## config.mk

```make
export PLATFORM = sky130hd
export DESIGN_NAME = sev_seg_scan_ctrl
export DESIGN_NICKNAME = d
export VERILOG_FILES = /design/src/rtl/sev_seg_scan_ctrl.sv
export SDC_FILE = /design/constraint.sdc
export NUM_CORES = 1
export LEC_CHECK = 0
export BUFFER_PORTS_ARGS = -buffer_cell sky130_fd_sc_hd__buf_2
export CORE_ASPECT_RATIO = 1.1
export CORE_UTILIZATION = 24
export CTS_CLUSTER_SIZE = 20
export DETAILED_ROUTE_END_ITERATION = 12
export GPL_ROUTABILITY_DRIVEN = 0
export PLACE_DENSITY_LB_ADDON = 0.25
export SYNTH_ARGS = -nofsm -noshare
export SYNTH_HDL_FRONTEND = slang
export SYNTH_SLANG_ARGS = --single-unit
```

## constraint.sdc

```tcl
create_clock -name clk -period 3.7 [get_ports clk]
set_clock_uncertainty 0.1 [all_clocks]
set_input_delay 0.74 -clock clk [delete_from_list [all_inputs] [get_ports clk]]
set_output_delay 0.74 -clock clk [all_outputs]
set_load 0.02 [all_outputs]
```

## src/rtl/sev_seg_scan_ctrl.sv

```systemverilog
// Seven-segment scan controller: walks a digit index through the display with
// a blanking gap before each digit and a programmable per-digit dwell time.
module sev_seg_scan_ctrl #(
  parameter int unsigned NUM_DIGITS   = 8,
  parameter int unsigned DIV_W        = 16,
  parameter logic [DIV_W-1:0] DEFAULT_DIV = 16'd49999,
  parameter int unsigned BLANK_CYCLES = 4,
  localparam int unsigned IDX_W = $clog2(NUM_DIGITS)
) (
  input  logic                    clk,
  input  logic                    resetn,
  input  logic                    enable,
  input  logic                    cfg_we,
  input  logic [DIV_W-1:0]        cfg_div,
  input  logic [4*NUM_DIGITS-1:0] digits,
  input  logic [NUM_DIGITS-1:0]   dp,
  input  logic [NUM_DIGITS-1:0]   digit_mask,
  output logic [NUM_DIGITS-1:0]   an_n,
  output logic [6:0]              seg_n,
  output logic                    dp_n,
  output logic [IDX_W-1:0]        digit_idx,
  output logic                    frame_done
);

  localparam int unsigned BLK_W = $clog2(BLANK_CYCLES + 1);

  typedef enum logic [1:0] {S_OFF, S_BLANK, S_DRIVE} state_t;

  state_t                  state_q;
  logic                    en_q;
  logic [IDX_W-1:0]        idx_q;
  logic [BLK_W-1:0]        blank_cnt;
  logic [DIV_W-1:0]        dwell_cnt;
  logic [DIV_W-1:0]        div_q;
  logic [DIV_W-1:0]        shadow_div;
  logic [NUM_DIGITS-1:0]   an_n_q;
  logic [6:0]              seg_n_q;
  logic                    dp_n_q;
  logic                    fd_q;

  logic [3:0]              nib_sel;
  logic                    blank_last;
  logic                    idx_last;
  logic                    drive_entry;

  function automatic logic [6:0] hex_to_seg(input logic [3:0] h);
    case (h)
      4'h0: hex_to_seg = 7'h40;
      4'h1: hex_to_seg = 7'h79;
      4'h2: hex_to_seg = 7'h24;
      4'h3: hex_to_seg = 7'h30;
      4'h4: hex_to_seg = 7'h19;
      4'h5: hex_to_seg = 7'h12;
      4'h6: hex_to_seg = 7'h02;
      4'h7: hex_to_seg = 7'h78;
      4'h8: hex_to_seg = 7'h00;
      4'h9: hex_to_seg = 7'h10;
      4'hA: hex_to_seg = 7'h08;
      4'hB: hex_to_seg = 7'h03;
      4'hC: hex_to_seg = 7'h46;
      4'hD: hex_to_seg = 7'h21;
      4'hE: hex_to_seg = 7'h06;
      default: hex_to_seg = 7'h0E;
    endcase
  endfunction

  assign nib_sel     = digits[4*idx_q +: 4];
  assign blank_last  = (blank_cnt == BLK_W'(BLANK_CYCLES - 1));
  assign idx_last    = (idx_q == IDX_W'(NUM_DIGITS - 1));
  assign drive_entry = enable && (state_q == S_BLANK) && blank_last;

  // The dwell length is frozen at DRIVE entry so a divider write never
  // stretches or cuts the digit currently lit.
  always_ff @(posedge clk) begin
    if (drive_entry) shadow_div <= cfg_we ? cfg_div : div_q;
  end

  always_ff @(posedge clk or negedge resetn) begin
    if (!resetn) begin
      state_q   <= S_OFF;
      en_q      <= 1'b0;
      idx_q     <= '0;
      blank_cnt <= '0;
      dwell_cnt <= '0;
      div_q     <= DEFAULT_DIV;
      an_n_q    <= '1;
      seg_n_q   <= 7'h7F;
      dp_n_q    <= 1'b1;
      fd_q      <= 1'b0;
    end else begin
      fd_q <= 1'b0;
      en_q <= enable;
      if (cfg_we) div_q <= cfg_div;
      if (!enable) begin
        state_q   <= S_OFF;
        idx_q     <= '0;
        blank_cnt <= '0;
        dwell_cnt <= '0;
        an_n_q    <= '1;
        seg_n_q   <= 7'h7F;
        dp_n_q    <= 1'b1;
      end else begin
        case (state_q)
          S_OFF: begin
            if (en_q) begin
              state_q   <= S_BLANK;
              blank_cnt <= '0;
            end
          end
          S_BLANK: begin
            if (blank_last) begin
              state_q   <= S_DRIVE;
              blank_cnt <= '0;
              dwell_cnt <= '0;
              seg_n_q   <= hex_to_seg(nib_sel);
              dp_n_q    <= ~dp[idx_q];
              an_n_q    <= digit_mask[idx_q] ? ~(NUM_DIGITS'(1) << idx_q) : '1;
            end else begin
              blank_cnt <= blank_cnt + 1'b1;
            end
          end
          S_DRIVE: begin
            if (dwell_cnt == shadow_div) begin
              state_q   <= S_BLANK;
              dwell_cnt <= '0;
              an_n_q    <= '1;
              idx_q     <= idx_last ? '0 : idx_q + 1'b1;
              fd_q      <= idx_last;
            end else begin
              dwell_cnt <= dwell_cnt + 1'b1;
            end
          end
          default: state_q <= S_OFF;
        endcase
      end
    end
  end

  assign an_n       = an_n_q;
  assign seg_n      = seg_n_q;
  assign dp_n       = dp_n_q;
  assign digit_idx  = idx_q;
  assign frame_done = fd_q;

endmodule

```

==> impl_metrics.tcl, run 1 <==
set metrics [dict create \
    power.leakage_uw 0.00202 \
    grtUsageTotal 0.116 \
    peakVddDrop_v 0.000237 \
    period_minus_slack_ps 2920 \
    grt_pass1_vias 2869 \
    synth_area_mm2 0.00391 \
    drcViolationCount 0 \
    hpwl_um 7030 \
    pin_count 88 \
    cts_sinks 74 \
    postSynthCellCount 320 \
    max_slew_margin 0.515 \
    design_area_mm2 0.00485 \
    slew_viol_final 0 \
    synth_fp_nets 401 \
    synth.top_cells.by_area "dfrtp_1 21%, dfstp_2 17%, edfxtp_1 12%, mux4_2 6.3%, mux2_2 5.2%" \
    tightest_slew_ps 727 \
    clkLatencyLatePin_ps 320 \
    yosysSeqAreaShare 0.503 \
    yosys.area.top_type "dfrtp_1" \
    fillers 1625 \
    status "completed" \
    synthArstFlopShare 0.784 \
    start_kind "flop" \
    rows 48 \
    drtPass1Iterations 4 \
    cp_slowest_cell "dfrtp_1" \
    die_h_um 136 \
    die_w_um 124 \
    drive_gt1_frac 0.401 \
    critPathCaptureType "flop" \
    clockRootBuffer "clkbuf_16" \
    htree_levels 3 \
    post_cts.repair.setup_buffers 0 \
    fin_total_pwr_uw 1870 \
    fin_cells 615 \
    synth.distinct_cells 54 \
    path_cells "buf_4 > mux4_2 > mux2i_4 > inv_1 > ha_1 > mux2_1 > a221oi_1 > nor2_1" \
    syn_to_final_growth_pct 24.3 \
    hold_viol_final 0 \
    fin_crit_sh 0.788 \
    finalSetupViolCount 0 \
    yosys_register_bits 74 \
    multiInputGateArea_mm2 0.00180 \
    whs_ps 240 \
    drt_wl_total_um 9250 \
    max_stage_delay_ps 670 \
    required_ps 3850 \
    crit_type "flop to flop" \
    cts_tree "built" \
    antenna_left 0 \
    crit_arrival_ps 3070 \
    numCtsBuffers 9 \
    seqCellArea_mm2 0.00196 \
    first_iter_violations 108 \
    dpl-instance-area_mm2 0.00456 \
    port_buffers 87 \
    ys.flop_type "dfrtp_1" \
    r2r_cells 8 \
    nets 490 \
    antenna_found_initial 2 \
    placed_cells 598 \
    grt_overflow_total 0 \
    post_cts_resized 0 \
    finalSetupTns_ps 0 \
    max_freq_mhz 343 \
    cp_max_fo 11 \
    synth_area_per_cell_um2 12.2 \
    grt_max_degree 25 \
    grt_pass1_wl_um 14800 \
    yosysTopAreaCellShare 0.211 \
    drv_cap 0 \
    cts.clk_slew.worst_paths_ps 60 \
    rsz0062_at_grt "false" \
    powerDensity_mw_per_mm2 385 \
    vias 2773 \
    wl_per_cell_um 15.0 \
    hp-class "input port to asynchronous set/reset pin" \
    vias_per_cell 4.51 \
    initial_core_util 0.247 \
    ctsHoldBuffers 0 \
    dieArea_mm2 0.0168 \
    core_mm2 0.0158 \
    ys_warn_count 0 \
    clk_path_buf_depth 2 \
    synth_edf_count 16 \
]
-- synthesized netlist by cell type, drive strengths merged (2+ instances only) --
cell / instances
and3: 2
nand4: 3
or2: 2
ha: 13
a311o: 2
xnor2: 11
a2bb2oi: 2
and4: 2
a22o: 3
nand3: 16
o21ai: 6
mux4: 12
dfrtp: 33
nand2: 12
nor3: 8
edfxtp: 16
clkbuf: 5
a21oi: 10
nor2b: 3
mux2: 28
buf: 11
mux2i: 9
a31oi: 2
o211ai: 2
nor2: 27
dfstp: 25
and2: 2
inv: 14
xor2: 17
nand2b: 2
nor4: 6
-- through the flow --
| step | utilization | setup slack [ps] |
|---|---|---|
| 3_3_place_gp | 0.288 | 849 |
| 6_report | 0.307 | 783 |
| 5_1_grt | 0.307 | 585 |
| 4_1_cts | 0.307 | 724 |
| 3_5_place_dp | 0.288 | 731 |
| 2_1_floorplan | - | 960 |
-- kinds of logic (layout without fill, tap and decap cells) --
logic type                 Yosys count  after routing  synth area share
and+or+nand+nor                     89             89             0.115
DFF                                 74             74             0.503
muxes                               49             49             0.177
AOI/OAI and AO/OA                   37             37            0.0653
buffers and inverters               30            124            0.0359
xor gates and xnor gates            28             28            0.0628
adders and majority gates           13             13            0.0416
other                                0              1                 0
-- flip-flops by register name, summed over array words and instances (netlist names) --
register and flops:
div_q 16, dwell_cnt 16, shadow_div 16, an_n 8, seg_n 7, blank_cnt 3, digit_idx 3, state_q 2
dp_n 1, en_q 1, frame_done 1
-- layer usage --
| layer | share of wire | up-vias | global-route usage |
|---|---|---|---|
| met2 | 0.48 | 89 | 0.193 |
| li1 | - | 1338 | - |
| met4 | 0.0086 | 2 | 0.0375 |
| met5 | 0.0014 | - | 0 |
| met1 | 0.43 | 1336 | 0.148 |
| met3 | 0.078 | 8 | 0.0244 |
-- report_power, final --
part | total (uW) | switching (uW) | leakage, uW | internal [uW]
sequential | 875 | 7.78 | 0.000848 | 867
combinational | 145 | 72.2 | 0.00103 | 72.5
clock | 851 | 317 | 0.000146 | 534
total | 1870 | 397 | 0.00202 | 1470
-- critical path: cells and delay by family, from the launching register on --
| kind | cells | cell delay, ps |
|---|---|---|
| buf+inv | 2 | 370 |
| fa+ha+maj | 1 | 240 |
| simple gates | 1 | 70 |
| mux | 3 | 1090 |
| flops | 1 | 670 |
| compound gates | 1 | 310 |
-- final cells by class --
type	count	share of cell area
flip-flops and latches	74	0.404
diodes	1	0.000515
inverters	14	0.0108
well taps	200	0.0515
multi-input cells	216	0.371
repair buffers	94	0.101
clock inverters	6	0.0116
clock buffers	10	0.0492
-- final timing paths --
path                                          start                    to  slack [ps]
max reg2reg                digit_idx[1]$_DFFE_PN0P_  seg_n[6]$_DFFE_PN1P_         780
min in group clk                   dp_n$_DFFE_PN1P_      dp_n$_DFFE_PN1P_         390
min                                          resetn   div_q[11]$_DFF_PN0_         240
max                        digit_idx[1]$_DFFE_PN0P_  seg_n[6]$_DFFE_PN1P_         780
min reg2reg                        dp_n$_DFFE_PN1P_      dp_n$_DFFE_PN1P_         390
max in group asynchronous                    resetn  seg_n[3]$_DFFE_PN1P_        2540
-- layout by cell type (no fill, tap or decap), types with 7 or more instances in the layout --
master / netlist / routed
nor3_1: 7 / 7
buf_4: 6 / 7
ha_1: 13 / 13
clkbuf_16: 0 / 9
xnor2_1: 11 / 11
xor2_1: 17 / 17
mux2i_1: 8 / 8
nand3_1: 16 / 16
mux2_1: 10 / 10
nor2_1: 27 / 27
mux4_2: 11 / 11
dfrtp_1: 33 / 33
mux2_2: 18 / 18
buf_2: 4 / 87
inv_1: 13 / 13
dfstp_2: 25 / 25
edfxtp_1: 16 / 16
a21oi_1: 10 / 10
nand2_1: 12 / 12
Note: power is estimated with default switching activity, not from simulation.
==> run 2: changes to the inputs <==
- clock period: 3.7 -> 2.38 ns (I/O delays scaled with it)
==> run 2 against run 1 <==
Via count up 3.1%. Combinational power up 65%. Die area stayed put. Critical path type unchanged.
==> impl_metrics.tcl, run 2 (synthesis gave the netlist of run 1 again) <==
set metrics [dict create \
    vias_per_cell 4.55 \
    crit_arrival_ps 2400 \
    ctsHoldBuffers 0 \
    powerDensity_mw_per_mm2 605 \
    htree_levels 3 \
    clockRootBuffer "clkbuf_16" \
    drt_wl_total_um 9070 \
    antenna_left 0 \
    grt_max_degree 41 \
    start_kind "flop" \
    hp-class "input port to asynchronous set/reset pin" \
    grt_pass1_vias 2960 \
    post_cts.repair.setup_buffers 0 \
    dieArea_mm2 0.0168 \
    port_buffers 87 \
    die_h_um 136 \
    finalSetupViolCount 0 \
    antenna_cells 0 \
    status "completed" \
    grt_pass1_wl_um 14600 \
    drive_gt1_frac 0.435 \
    drv_cap 0 \
    cts.clk_slew.worst_paths_ps 60 \
    hold_viol_final 0 \
    wl_per_cell_um 14.4 \
    fin_crit_sh 0.941 \
    max_slew_margin 0.677 \
    combPwrFrac 0.078 \
    dpl-instance-area_mm2 0.00474 \
    p_int_uw 2420 \
    vias 2859 \
    final_cell_mix "87 x buf_2, 32 x dfrtp_1, 27 x nor2_1, 25 x dfstp_2" \
    rsz0062_at_grt "false" \
    pin_count 88 \
    slew_viol_final 0 \
    syn_to_final_growth_pct 29.4 \
    nets 504 \
    rows 48 \
    antenna_found_initial 0 \
    crit_type "flop to flop" \
    grt_overflow_total 0 \
    max_freq_mhz 447 \
    critPathCaptureType "flop" \
    power.leakage_uw 0.00212 \
    die_w_um 124 \
    grtUsageTotal 0.115 \
    final_common_cell "buf_2" \
    reg.largest.list "div_q: 16 flops, dwell_cnt: 16 flops, shadow_div: 16 flops" \
    switchingPower_uw 643 \
    required_ps 2540 \
    tightest_slew_ps 485 \
    fillers 1607 \
    peakVddDrop_v 0.000396 \
    clkLatencyLatePin_ps 340 \
    numCtsBuffers 9 \
    finalSetupTns_ps 0 \
    seq_power_share 0.445 \
    clk_path_buf_depth 2 \
    cts_tree "built" \
    post_cts_resized 0 \
    clock_power_share 0.477 \
    cp_max_fo 10 \
    drcViolationCount 0 \
    period_minus_slack_ps 2240 \
    first_iter_violations 106 \
    hpwl_um 6770 \
    cts_sinks 74 \
    core_mm2 0.0158 \
    design_area_mm2 0.00506 \
    drtPass1Iterations 5 \
    initial_core_util 0.247 \
    switching_share 0.210 \
]
run 2: cell types whose count changed in the layout (fill, tap and decap cells not counted), moves of 2 or more:
cell and change:
buf_4 +11, inv_1 -2, inv_2 +2, buf_12 +3, clkinv_2 -2
run 2: power by group through the flow:
stage               Clock (uW)  Sequential (uW)  Combinational (uW)
floorplan                    0             1380                 129
global placement             0             1380                 237
detailed placement           0             1380                 242
CTS                       1510             1360                 244
global route              1560             1360                 267
finish                    1460             1360                 239
run 2: cell type report:
| class | count | area [um2] | area share |
|---|---|---|---|
| well taps | 200 | 250 | 0.0495 |
| clock buffers | 11 | 243 | 0.0480 |
| flip-flops and latches | 74 | 1960 | 0.389 |
| repair buffers | 108 | 631 | 0.125 |
| multi-input cells | 216 | 1840 | 0.364 |
| inverters | 14 | 52.6 | 0.0104 |
| clock inverters | 5 | 77.6 | 0.0153 |
run 2: per-stage QoR:
stage,hold slack (ps),power [uW],cells,worst slack [ps],utilization
5_1_grt,23.3,3190,628,33.2,0.320
3_3_place_gp,372,1620,612,128,0.300
6_report,1.56,3060,628,141,0.320
3_5_place_dp,376,1620,612,124,0.300
2_1_floorplan,80.4,1510,320,0.201,-
4_1_cts,7.76,3110,628,119,0.320
run 2: worst max-delay path, cell delays in order (launching register included):
cell,delay [ps]
dfrtp_1,630
mux4_2,410
mux2i_4,170
buf_4,160
ha_1,190
inv_1,80
or2_0,230
a31oi_1,180
run 2: final timing paths:
check | startpoint | to | slack [ps] | cells after the start
max | digit_idx[2]$_DFFE_PN0P_ | seg_n[4]$_DFFE_PN1P_ | 140 | 7
min | resetn | digit_idx[0]$_DFFE_PN0P_ | 2 | 1
max reg2reg | digit_idx[2]$_DFFE_PN0P_ | seg_n[4]$_DFFE_PN1P_ | 140 | 7
min reg2reg | dp_n$_DFFE_PN1P_ | dp_n$_DFFE_PN1P_ | 390 | 2
max in group asynchronous | resetn | div_q[8]$_DFF_PN1_ | 1530 | 2
min in group clk | cfg_div[13] | div_q[13]$_DFF_PN0_ | 290 | 2
run 2: metal layers:
metal,wire length (um),vias up,share of wire,GRT usage
met5,0,-,0,0
met4,82,0,0.0090,0.0361
met3,563,7,0.062,0.0345
met2,4300,85,0.47,0.189
met1,4120,1401,0.45,0.144
li1,-,1366,-,-
==> run 3: changes to the inputs <==
- PLACE_DENSITY_LB_ADDON: 0.25 -> 0.12
==> run 3 against run 2 <==
Flip-flop and latch count stayed put. Cell area is 0.72% higher. Non-clock buffer count is 8 higher. Largest cell class unchanged. Wire length is 7.8% higher. Critical endpoint is now seg_n[6]$_DFFE_PN1P_. Sequential power hardly changed. Global-route usage is 0.85 points higher. Sequential share of layout area is 0.25 points lower. Worst hold slack better by 59 ps. Core utilization is 0.23 points higher.
==> impl_metrics.tcl, run 3 (synthesis gave the netlist of run 1 again) <==
set metrics [dict create \
    ctsHoldBuffers 0 \
    rrSetupSlack_ps 140 \
    first_iter_violations 90 \
    drtPass1Iterations 4 \
    period_minus_slack_ps 2240 \
    r2r_cells 7 \
    grt_pass1_wl_um 15400 \
    antenna_left 0 \
    dieArea_mm2 0.0168 \
    drt_wl_total_um 9770 \
    slew_viol_final 0 \
    port_buffers 87 \
    status "completed" \
    hp-class "input port to asynchronous set/reset pin" \
    finalSetupViolCount 0 \
    wl_per_cell_um 15.4 \
    initial_core_util 0.247 \
    powerDensity_mw_per_mm2 579 \
    required_ps 2540 \
    power.leakage_uw 0.00214 \
    reg2reg_from "digit_idx[1]$_DFFE_PN0P_" \
    drv_cap 0 \
    final_common_cell "buf_2" \
    hold_viol_final 0 \
    core_mm2 0.0158 \
    crit_type "flop to flop" \
    vias 2834 \
    fin_total_pwr_uw 2950 \
    clk_path_buf_depth 2 \
    grt_max_degree 27 \
    critPathTopFamily "multiplexers" \
    max_slew_margin 0.578 \
    setup_slack_ps 145 \
    grt_pass1_vias 2925 \
    antenna_found_initial 0 \
    pin_count 88 \
    reg.largest.list "div_q: 16 flops, dwell_cnt: 16 flops, shadow_div: 16 flops" \
    cp_slowest_cell "mux4_2" \
    critPathCaptureType "flop" \
    clkLatencyLatePin_ps 330 \
    rsz0062_at_grt "false" \
    die_h_um 136 \
    htree_levels 3 \
    numCtsBuffers 9 \
    fin_crit_sh 0.939 \
    path_depth 7 \
    r2r-end "seg_n[6]$_DFFE_PN1P_" \
    die_w_um 124 \
    drcViolationCount 0 \
    nets 512 \
    cts_sinks 74 \
    grt_overflow_total 0 \
    dpl_worst_slack_ps 43.2 \
    clockRootBuffer "clkbuf_16" \
    peakVddDrop_v 0.000290 \
    path_cells "mux4_2 > mux2i_4 > inv_2 > ha_4 > mux2_4 > a221oi_2 > nor2_1" \
    cts_tree "built" \
    vias_per_cell 4.46 \
    drive_gt1_frac 0.452 \
    finalSetupTns_ps 0 \
    hpwl_um 7560 \
    syn_to_final_growth_pct 30.4 \
    grtUsageTotal 0.124 \
    final_cell_mix "87 x buf_2, 31 x dfrtp_1, 27 x nor2_1, 26 x buf_4, 25 x dfstp_2" \
    antenna_cells 0 \
    crit_arrival_ps 2400 \
    path_buf_inv 1 \
    rows 48 \
    start_kind "flop" \
    max_stage_delay_ps 550 \
    max_freq_mhz 447 \
    tightest_slew_ps 633 \
    cp_max_fo 5 \
    cts.clk_slew.worst_paths_ps 60 \
]
[run 3: changes by cell type in the layout (fill, tap and decap cells not counted)]
cell,change
clkbuf_1,-1
clkinvlp_4,+1
clkinv_2,+2
clkbuf_8,-1
clkinv_1,-1
dfrtp_2,+1
clkinv_4,+2
buf_4,+8
dfrtp_1,-1
inv_6,-1
bufinv_16,-1
[run 3: worst max path at each step]
stage                              from              endpoint  slack (ps)
5_1_grt        digit_idx[0]$_DFFE_PN0P_  seg_n[6]$_DFFE_PN1P_          10
4_1_cts        digit_idx[2]$_DFFE_PN0P_  seg_n[6]$_DFFE_PN1P_          70
3_5_place_dp                 digits[25]  seg_n[6]$_DFFE_PN1P_          40
3_3_place_gp                 digits[29]  seg_n[6]$_DFFE_PN1P_          50
6_report       digit_idx[1]$_DFFE_PN0P_  seg_n[6]$_DFFE_PN1P_         140
2_1_floorplan  digit_idx[1]$_DFFE_PN0P_  seg_n[6]$_DFFE_PN1P_         0.2
[run 3: per-layer routing]
metal  track usage  vias to the layer above  share of wire
met5             0                        -              0
met3        0.0227                        7          0.048
met1         0.150                     1373           0.44
met2         0.211                       74           0.50
li1              -                     1380              -
met4        0.0562                        0          0.011
[run 3: timing repair]
item / CTS / global route
setup buffers: 0 / 0
gates resized for setup: 0 / 1
endpoints found under the setup margin: 0 / 1
[run 3: per-stage QoR]
step	std cells	hold WS (ps)	util	instance area, um2
6_report	636	60.9	0.322	5090
3_5_place_dp	620	377	0.304	4800
4_1_cts	636	72.8	0.322	5090
2_1_floorplan	320	80.4	-	3950
3_3_place_gp	620	370	0.304	4800
5_1_grt	636	98.1	0.322	5090
[run 3: area by class of cell]
cell class | instances | area [um2]
Fill cell | 1628 | 10700
Inverter | 14 | 52.6
Sequential cell | 74 | 1970
Tap cell | 200 | 250
Multi-Input combinational cell | 216 | 1840
Clock buffer | 9 | 225
Clock inverter | 7 | 70.1
Timing Repair Buffer | 116 | 691
[run 3: power breakdown]
group	switching (uW)	total [uW]	internal [uW]	leakage (uW)
Sequential	12.4	1360	1350	0.000844
Combinational	118	245	127	0.00115
Clock	537	1350	809	0.000145
